==> src/rtl/muldiv_pkg.sv <==
// muldiv_seq shared definitions: FSM states, decoder op controls
// and the operand-width / radix legality check.
package muldiv_pkg;

  typedef enum logic [1:0] {
    S_IDLE = 2'd0,
    S_RUN  = 2'd1,
    S_FIX  = 2'd2
  } state_e;

  // {op_div, sign_a, sign_b} as produced by the decoder
  localparam logic [2:0] OP_MUL    = 3'b000;
  localparam logic [2:0] OP_MULH   = 3'b011;
  localparam logic [2:0] OP_MULHSU = 3'b010;
  localparam logic [2:0] OP_MULHU  = 3'b000;
  localparam logic [2:0] OP_DIV    = 3'b110;
  localparam logic [2:0] OP_DIVU   = 3'b100;
  localparam logic [2:0] OP_REM    = 3'b110;
  localparam logic [2:0] OP_REMU   = 3'b100;

  function automatic bit step_ok(int rv, int step);
    return (rv == 16 || rv == 32) &&
           (step == 1 || step == 2 || step == 4) &&
           (rv % step == 0);
  endfunction

endpackage

==> src/rtl/muldiv_if.sv <==
// Execute-side handshake and result bundle of the
// iterative multiply/divide unit.
interface muldiv_if #(
  parameter int RV = 16
);
  logic          start;
  logic          kill;
  logic          op_div;
  logic          sign_a;
  logic          sign_b;
  logic [RV-1:0] a;
  logic [RV-1:0] b;
  logic          busy;
  logic          done;
  logic          div0;
  logic [RV-1:0] result_lo;
  logic [RV-1:0] result_hi;

  modport master (
    output start, kill, op_div, sign_a, sign_b, a, b,
    input  busy, done, div0, result_lo, result_hi
  );

  modport slave (
    input  start, kill, op_div, sign_a, sign_b, a, b,
    output busy, done, div0, result_lo, result_hi
  );
endinterface

==> src/rtl/muldiv_step.sv <==
// One STEP-bit iteration: shift-add multiply or restoring
// shift-subtract divide on unsigned magnitudes.
module muldiv_step
  import muldiv_pkg::*;
#(
  parameter int RV   = 16,
  parameter int STEP = 1
) (
  input  logic          div_i,
  input  logic [2*RV-1:0] acc_i,
  input  logic [RV-1:0] m_i,
  output logic [2*RV-1:0] acc_o
);

  logic [RV+STEP-1:0] sum;
  logic [RV:0]        rem;
  logic [RV-1:0]      quo;

  always_comb begin
    // multiply: {hi, multiplier} with multiplier bits consumed LSB first
    sum = {{STEP{1'b0}}, acc_i[2*RV-1:RV]};
    for (int k = 0; k < STEP; k++) begin
      if (acc_i[k]) sum = sum + ({{STEP{1'b0}}, m_i} << k);
    end
    // divide: {partial remainder, dividend/quotient}
    rem = {1'b0, acc_i[2*RV-1:RV]};
    quo = acc_i[RV-1:0];
    for (int k = 0; k < STEP; k++) begin
      rem = {rem[RV-1:0], quo[RV-1]};
      quo = {quo[RV-2:0], 1'b0};
      if (rem >= {1'b0, m_i}) begin
        rem    = rem - {1'b0, m_i};
        quo[0] = 1'b1;
      end
    end
    if (div_i) acc_o = {rem[RV-1:0], quo};
    else       acc_o = {sum, acc_i[RV-1:STEP]};
  end

endmodule

==> src/rtl/muldiv_seq.sv <==
// Iterative signed/unsigned multiply/divide unit beside the ALU:
// FSM, iteration counter, sign fixup and result registers.
module muldiv_seq
  import muldiv_pkg::*;
#(
  parameter int RV   = 16,
  parameter int STEP = 1
) (
  input  logic     clk,
  input  logic     reset_n,
  muldiv_if.slave  bus
);

  localparam int N  = RV / STEP;
  localparam int CW = $clog2(N + 1);

  if (!step_ok(RV, STEP)) begin : g_bad_cfg
    $error("muldiv_seq: illegal RV/STEP combination");
  end

  state_e          state_q, state_d;
  logic [CW-1:0]   cnt_q, cnt_d;
  logic [2*RV-1:0] acc_q, acc_d, acc_step, prod;
  logic [RV-1:0]   m_q, m_d;
  logic            div_q, div_d;
  logic            dz_q, dz_d;
  logic            negl_q, negl_d;
  logic            negh_q, negh_d;
  logic [RV-1:0]   lo_q, lo_d;
  logic [RV-1:0]   hi_q, hi_d;
  logic            div0_q, div0_d;
  logic            done_q, done_d;
  logic            sa, sb;
  logic [RV-1:0]   ma, mb;

  muldiv_step #(.RV(RV), .STEP(STEP)) u_step (
    .div_i (div_q),
    .acc_i (acc_q),
    .m_i   (m_q),
    .acc_o (acc_step)
  );

  always_comb begin
    state_d = state_q;
    cnt_d   = cnt_q;
    acc_d   = acc_q;
    m_d     = m_q;
    div_d   = div_q;
    dz_d    = dz_q;
    negl_d  = negl_q;
    negh_d  = negh_q;
    lo_d    = lo_q;
    hi_d    = hi_q;
    div0_d  = div0_q;
    done_d  = 1'b0;
    // divide signedness follows sign_a for both operands
    sa   = bus.sign_a & bus.a[RV-1];
    sb   = (bus.op_div ? bus.sign_a : bus.sign_b) & bus.b[RV-1];
    ma   = sa ? -bus.a : bus.a;
    mb   = sb ? -bus.b : bus.b;
    prod = negl_q ? -acc_q : acc_q;
    if (bus.kill) begin
      state_d = S_IDLE;
    end else begin
      unique case (state_q)
        S_IDLE: begin
          if (bus.start) begin
            div_d  = bus.op_div;
            dz_d   = bus.op_div && (bus.b == '0);
            negl_d = sa ^ sb;
            negh_d = sa;
            cnt_d  = CW'(N);
            if (bus.op_div) begin
              m_d   = mb;
              acc_d = {{RV{1'b0}}, dz_d ? bus.a : ma};
            end else begin
              m_d   = ma;
              acc_d = {{RV{1'b0}}, mb};
            end
            state_d = dz_d ? S_FIX : S_RUN;
          end
        end
        S_RUN: begin
          acc_d = acc_step;
          cnt_d = cnt_q - CW'(1);
          if (cnt_q == CW'(1)) state_d = S_FIX;
        end
        S_FIX: begin
          if (dz_q) begin
            lo_d   = '1;
            hi_d   = acc_q[RV-1:0];
            div0_d = 1'b1;
          end else if (div_q) begin
            lo_d   = negl_q ? -acc_q[RV-1:0] : acc_q[RV-1:0];
            hi_d   = negh_q ? -acc_q[2*RV-1:RV] : acc_q[2*RV-1:RV];
            div0_d = 1'b0;
          end else begin
            lo_d   = prod[RV-1:0];
            hi_d   = prod[2*RV-1:RV];
            div0_d = 1'b0;
          end
          done_d  = 1'b1;
          cnt_d   = '0;
          state_d = S_IDLE;
        end
        default: state_d = S_IDLE;
      endcase
    end
  end

  always_ff @(posedge clk) begin
    if (!reset_n) begin
      state_q <= S_IDLE;
      cnt_q   <= '0;
      acc_q   <= '0;
      m_q     <= '0;
      div_q   <= 1'b0;
      dz_q    <= 1'b0;
      negl_q  <= 1'b0;
      negh_q  <= 1'b0;
      lo_q    <= '0;
      hi_q    <= '0;
      div0_q  <= 1'b0;
      done_q  <= 1'b0;
    end else begin
      state_q <= state_d;
      cnt_q   <= cnt_d;
      acc_q   <= acc_d;
      m_q     <= m_d;
      div_q   <= div_d;
      dz_q    <= dz_d;
      negl_q  <= negl_d;
      negh_q  <= negh_d;
      lo_q    <= lo_d;
      hi_q    <= hi_d;
      div0_q  <= div0_d;
      done_q  <= done_d;
    end
  end

  assign bus.busy      = (state_q != S_IDLE);
  assign bus.done      = done_q;
  assign bus.div0      = div0_q;
  assign bus.result_lo = lo_q;
  assign bus.result_hi = hi_q;

endmodule

==> src/flat_wrapper.sv <==
// flat-port wrapper written by rule: the top's interface ports become plain ports
module muldiv_seq_flat import muldiv_pkg::*;
#(
  parameter int RV   = 16,
  parameter int STEP = 1
)
  (clk, reset_n, bus_start, bus_kill, bus_op_div, bus_sign_a, bus_sign_b, bus_a, bus_b, bus_busy, bus_done, bus_div0, bus_result_lo, bus_result_hi);
  muldiv_if #(.RV(RV)) bus_i ();
  input  logic clk;
  input  logic reset_n;
  input wire logic [$bits(bus_i.start)-1:0] bus_start;
  input wire logic [$bits(bus_i.kill)-1:0] bus_kill;
  input wire logic [$bits(bus_i.op_div)-1:0] bus_op_div;
  input wire logic [$bits(bus_i.sign_a)-1:0] bus_sign_a;
  input wire logic [$bits(bus_i.sign_b)-1:0] bus_sign_b;
  input wire logic [$bits(bus_i.a)-1:0] bus_a;
  input wire logic [$bits(bus_i.b)-1:0] bus_b;
  output wire logic [$bits(bus_i.busy)-1:0] bus_busy;
  output wire logic [$bits(bus_i.done)-1:0] bus_done;
  output wire logic [$bits(bus_i.div0)-1:0] bus_div0;
  output wire logic [$bits(bus_i.result_lo)-1:0] bus_result_lo;
  output wire logic [$bits(bus_i.result_hi)-1:0] bus_result_hi;
  assign bus_i.start = bus_start;
  assign bus_i.kill = bus_kill;
  assign bus_i.op_div = bus_op_div;
  assign bus_i.sign_a = bus_sign_a;
  assign bus_i.sign_b = bus_sign_b;
  assign bus_i.a = bus_a;
  assign bus_i.b = bus_b;
  assign bus_busy = bus_i.busy;
  assign bus_done = bus_i.done;
  assign bus_div0 = bus_i.div0;
  assign bus_result_lo = bus_i.result_lo;
  assign bus_result_hi = bus_i.result_hi;
  muldiv_seq #(.RV(RV), .STEP(STEP)) u_core (.clk(clk), .reset_n(reset_n), .bus(bus_i));
endmodule
==> config.mk <==
export PLATFORM = sky130hd
export DESIGN_NAME = muldiv_seq_flat
export DESIGN_NICKNAME = d
export VERILOG_FILES = /design/src/rtl/muldiv_pkg.sv /design/src/rtl/muldiv_if.sv /design/src/rtl/muldiv_step.sv /design/src/rtl/muldiv_seq.sv /design/src/flat_wrapper.sv
export SDC_FILE = /design/constraint.sdc
export NUM_CORES = 1
export LEC_CHECK = 0
export CORE_MARGIN = 4
export CORE_UTILIZATION = 42
export DETAILED_ROUTE_END_ITERATION = 6
export SLEW_MARGIN = 0
export SYNTH_ARGS = -nofsm -noshare
export SYNTH_HDL_FRONTEND = slang
export SYNTH_SLANG_ARGS = --single-unit
==> constraint.sdc <==
create_clock -name clk -period 4.99 [get_ports clk]
set_input_delay 0.998 -clock clk [delete_from_list [all_inputs] [get_ports clk]]
set_output_delay 0.998 -clock clk [all_outputs]
set_load 0.02 [all_outputs]
# Word level (Yosys, flattened, before mapping)
# Index checks and enable logic that the tools add are counted.
[classes]
n_addsub = 8
order_cmp = 1
eq_ne = 5
n_mux = 27
bitwise = 5
reduce_logical = 12
[ops]
columns = ["op", "count"]
rows = [
  ["16-bit two-way mux", 12],
  ["32-bit two-way mux", 3],
  ["16-bit negation", 4],
  ["32-bit one-hot mux with 2 select lines", 1],
  ["32-bit negation", 1],
  ["16-bit by 16-bit adder with 17-bit output", 1],
  ["17-bit by 16-bit >= comparator with 1-bit output", 1],
  ["17-bit two-way mux", 1],
  ["16-bit logical NOT", 1],
  ["16-bit subtractor", 1],
  ["5-bit one-hot mux with 3 select lines", 1],
  ["3-bit AND reduction", 3],
  ["2-bit two-way mux", 3],
  ["5-bit by 1-bit equality test with 1-bit output (second input constant)", 1],
  ["5-bit two-way mux", 1],
  ["5-bit by 1-bit subtractor with 5-bit output (second input constant)", 1],
  ["1-bit two-way mux", 4],
  ["2-bit one-hot mux with 2 select lines", 1],
  ["2-bit AND reduction", 2],
  ["2-bit nonzero test", 2],
  ["3-bit nonzero test", 1],
  ["1-bit bitwise AND", 2],
  ["2-bit by 1-bit equality test with 1-bit output (second input constant)", 1],
  ["2-bit equality test (second input constant)", 1],
  ["other kinds (7)", 8],
]
[word_totals]
ff_bits = 93
in_bits = 39
out_inout_bits = 35
wordCells = 70

# Depth between registers and ports, before layout
[depth]
depth_word = 6
ltp_mapped = 12
mapped_depth_nobuf = 12

# By module
# Synthesis repeated with hierarchy kept, for this count alone.
[unflattened]
hier_cells = 1068
area_unflattened_um2 = 8082.8
[by_module_without_submodules]
columns = ["mod", "instances", "cells_each", "area_each_um2", "seq_area_each_um2"]
rows = [
  ["muldiv_seq", 1, 762, 5814.3, 1861.8],
  ["muldiv_step", 1, 306, 2268.4, 0.0],
]

# Worst setup path before layout
# No wires, ideal clock.
[synth_path]
kind = "input-to-reg"
start = "input bus_a[1]"
end = "register u_core.m_q[15]"
setup_time_ns = 0.086
t_arrival_ns = 2.750
t_required_ns = 4.904
setup_slack_ns = 2.155
cell_stages = 7
n_path_buf = 0
path_cell_list = "or4_1 > nor4_2 > nand3_2 > o31ai_1 > and3_1 > a211oi_1 > a211oi_1"
[synth_via]
elab_chain_len = 3
[synth_lines]
columns = ["element", "line_no", "source"]
rows = [
  ["start, declared", "flat_wrapper.sv:16", "input wire logic [$bits(bus_i.a)-1:0] bus_a;"],
  ["16-bit negation", "muldiv_seq.sv:59", "ma = sa ? -bus.a : bus.a;"],
  ["16-bit two-way mux", "muldiv_seq.sv:59", ""],
  ["16-bit two-way mux", "muldiv_seq.sv:73", "if (bus.op_div) begin"],
  ["end signal, assigned", "muldiv_seq.sv:129", "m_q <= m_d;"],
  ["end, declared", "muldiv_seq.sv:24", "logic [RV-1:0] m_q, m_d;"],
]
# Every way passes these cells.
# A chain may end at the register's enable or synchronous reset.

# Worst setup path after layout
[layout_path]
start = "register u_core.acc_q[15]"
end = "register u_core.acc_q[30]"
[layout_via]
elab_chain_len = 4
elab_cells_between_ends = 5
cone_classes = "add/sub (1); order compare (1); mux (3)"
[layout_lines]
columns = ["element", "line_no", "source"]
rows = [
  ["start, declared", "muldiv_seq.sv:23", "logic [2*RV-1:0] acc_q, acc_d, acc_step, prod;"],
  ["start signal, assigned", "muldiv_seq.sv:115", "acc_q <= '0;"],
  ["start signal, assigned", "muldiv_seq.sv:128", "acc_q <= acc_d;"],
  ["16-bit subtractor / 17-bit by 16-bit >= comparator with 1-bit output (equally long branches)", "muldiv_step.sv:32, muldiv_step.sv:31", ""],
  ["16-bit two-way mux (*)", "muldiv_step.sv:31", "if (rem >= {1'b0, m_i}) begin"],
  ["32-bit two-way mux (*)", "muldiv_step.sv:36", "if (div_i) acc_o = {rem[RV-1:0], quo};"],
  ["32-bit one-hot mux with 2 select lines (*)", "muldiv_seq.sv:65", "unique case (state_q)"],
]
# Every way passes the cells marked *; elsewhere a longest branch is shown, timed or not.

==> results by group <==
Setup path
  • Critical path class: flip-flop to flip-flop
  • Worst setup EP type: flip-flop
  • Reg2reg setup slack: 1.58 ns
  • Critical Path Source Type: flip-flop
  • CP required: 5.24 ns
  • CP max FO: 5
  • Critical Path AT: 3.66 ns

Clocking
  • Max clock buf depth: 2
  • Post-CTS resize count: 0
  • # Post-CTS Setup Buffers: 0
  • Clk sinks: 93
  • H-tree depth: 3
  • Hold buffers post-CTS: 0
  • CTS tree: yes
  • Clock buffer count from CTS: 9
  • Worst skew pair latency: 0.36 ns
  • CTS root buf: clkbuf_16
  • Clk slew on worst S/H paths: 0.07 ns

Power
  • Max VDD drop: 0.160 mV
  • Power Dens Cells: 241 nW/µm²
  • Leak Pwr: 0.00339 µW
  • Tot Pwr: 2120 µW

Yosys
  • Top post-synthesis cells by count: 110 x a21oi_1, 110 x nand2_1, 93 x dfxtp_1
  • Simple-Gate Fraction of Synth Area: 0.201
  • Avg Inst Size Synth: 7.52 µm²
  • Fraction of registers with async set/reset: 0
  • Post-synthesis adder-cell area fraction: 0.0737
  • Main flop type after synthesis: dfxtp_1
  • Main area contributors after synthesis: dfxtp_1 24%, a21oi_1 7.2%, ha_1 6.8%, nand2_1 5.4%, xor2_1 5.0%
  • Post-synthesis xor/xnor area fraction: 0.0970
  • Post-synth top area share: 0.243
  • Synth unique cells: 70
  • Post-Synthesis Cells: 1021
  • Mux share of post-synthesis cell area: 0.0522
  • Number of flops mapped to enable cells by yosys: 0
  • Post-synthesis sequential area ratio: 0.243
  • Synthesized flop and latch total: 93
  • Mapped Nets: 1104
  • Yosys warns: 0
  • Synth area leader: dfxtp_1
  • Compound-Gate Fraction of Synth Area: 0.280
  • Largest family of logic cells by synthesized area: compound AO/OA/AOI/OAI gates
  • Synthesized cell area: 7670 µm²

GRT
  • Largest net degree at the start of global routing: 49
  • Global-route wire length before repair: 38000 µm
  • Total gr overflow: 0
  • Total GRT Usage: 0.231
  • Antenna violations before repair: 0
  • Vias in the first global route: 7062

Routing
  • Drt total wl: 23700 µm
  • DR WL/cell: 18.4 µm
  • Drt pass-1 iters: 5
  • Routed Antenna Nets: 0
  • Via count: 7529
  • Initial drt markers: 564
  • Avg Vias per Cell: 5.86
  • Drc violations: 0

Placed design
  • DP HPWL: 17600 µm
  • IO Port Bufs: 73
  • GPL Wtd Cong: 0.952
  • Pre-CTS setup slack: 1.31 ns

Floorplanning
  • Total core area: 18000 µm²
  • FP Rows: 49
  • I/O pins: 74
  • Die W: 143 µm
  • Initial Util: 0.427
  • Die height: 143 µm
  • Total die area: 20500 µm²

Layout
  • # diodes: 0
  • Fillers: 1832
  • Layout cells sized above 1: 0.0521
  • Area growth syn-to-layout: 14.9%
  • Final #Nets: 1134
  • Flip-flop and latch area: 1860 µm²
  • Multi-input gate area: 5400 µm²

Min path
  • HP Class: flip-flop to flip-flop

Timing
  • WHS: 0.455 ns
  • RSZ-0062 raised after global routing: false
  • Max Clock Skew: 0.0109 ns
  • Max-slew violation count: 0
  • Actual slew at the worst max-slew pin: 1.21 ns
  • Post-route minimum period: 3.41 ns
  • Setup slack after layout: 1.58 ns
  • Worst slew margin: 0.191
  • Fin Setup TNS: 0 ns
  • Final hold vios: 0
  • Peak Freq: 0.293 GHz
  • Setup violators final: 0
  • Tcrit/Tclk final: 0.683

Outcome
  • Status: finished, final reports clean

Flow run
  • Max-Cap Viols: 0
[cells in the final DEF, fill, tap and decap left out, drive strengths merged, types with 11 or more instances in the layout]
master           n
xor2            44
nor3            19
clkdlybuf4s50   73
ha              42
dfxtp           93
a21oi          110
nand2b          12
inv             41
o21ai           77
xnor2           41
nor4            11
nand2          110
nor2            80
a211oi          24
buf             12
nand3           23
o211ai          25
o31ai           15
or3             12
nor2b           18
a31oi           14
mux2i           31
[critical path: stages, from the launching register on]
cell,delay [ns]
dfxtp_1,0.40
inv_1,0.20
ha_1,0.19
inv_1,0.05
fa_1,0.42
a211oi_1,0.41
o21ai_1,0.16
a221oi_1,0.51
nand2_1,0.13
a31oi_1,0.23
xor2_1,0.30
o2111ai_1,0.13
and2_1,0.16
[where the power goes]
part	total (µW)	internal, µW	switching [µW]	leakage, µW
clock network	713	391	322	0.000139
logic	586	243	343	0.00249
registers	823	770	53.3	0.000756
[sequential cells by signal, summed over array words and instances (netlist names)]
signal                cells
u_core.bus.result_hi     16
u_core.dz_q               1
u_core.negl_q             1
u_core.state_q            2
u_core.m_q               16
u_core.acc_q             32
u_core.bus.result_lo     16
u_core.cnt_q              5
u_core.bus.div0           1
u_core.bus.done           1
u_core.div_q              1
u_core.negh_q             1
[kinds of logic (layout without fill, tap and decap cells)]
family / after synthesis / count (layout)
compound gates: 336 / 336
simple gates: 320 / 320
buf+inv: 104 / 138
flops: 93 / 93
xor+xnor: 85 / 85
fa+ha+maj: 44 / 44
mux: 39 / 39
[layout make-up]
type	instances	share of cell area
clock buffers	9	0.0256
multi-input cells	824	0.613
well taps	229	0.0325
clock inverters	6	0.00809
inverters	38	0.0162
repair buffers	85	0.0931
flip-flops and latches	93	0.211
[layer usage]
metal,global-route usage,vias to the layer above,part of all wire
met4,0.0640,0,0.012
met5,0,-,0
met2,0.372,229,0.46
met3,0.0268,17,0.051
li1,-,3761,-
met1,0.328,3522,0.48
[metrics by stage]
step / area (µm²) / utilization / instances
global route: 8810 / 0.491 / 1284
finish: 8810 / 0.491 / 1284
global placement: 8520 / 0.474 / 1269
detailed placement: 8520 / 0.474 / 1269
floorplan: 7670 / - / 1021
CTS: 8810 / 0.491 / 1284
[final timing paths]
| kind | start | end | depth (start not counted) |
|---|---|---|---|
| worst max-delay path | u_core.acc_q[15] | u_core.acc_q[30] | 12 |
| worst min-delay path | u_core.bus.result_hi[5] | u_core.bus.result_hi[5] | 2 |
| worst min register to register | u_core.bus.result_hi[5] | u_core.bus.result_hi[5] | 2 |
| worst max register to register | u_core.acc_q[15] | u_core.acc_q[30] | 12 |
(Power assumes the default switching activity.)
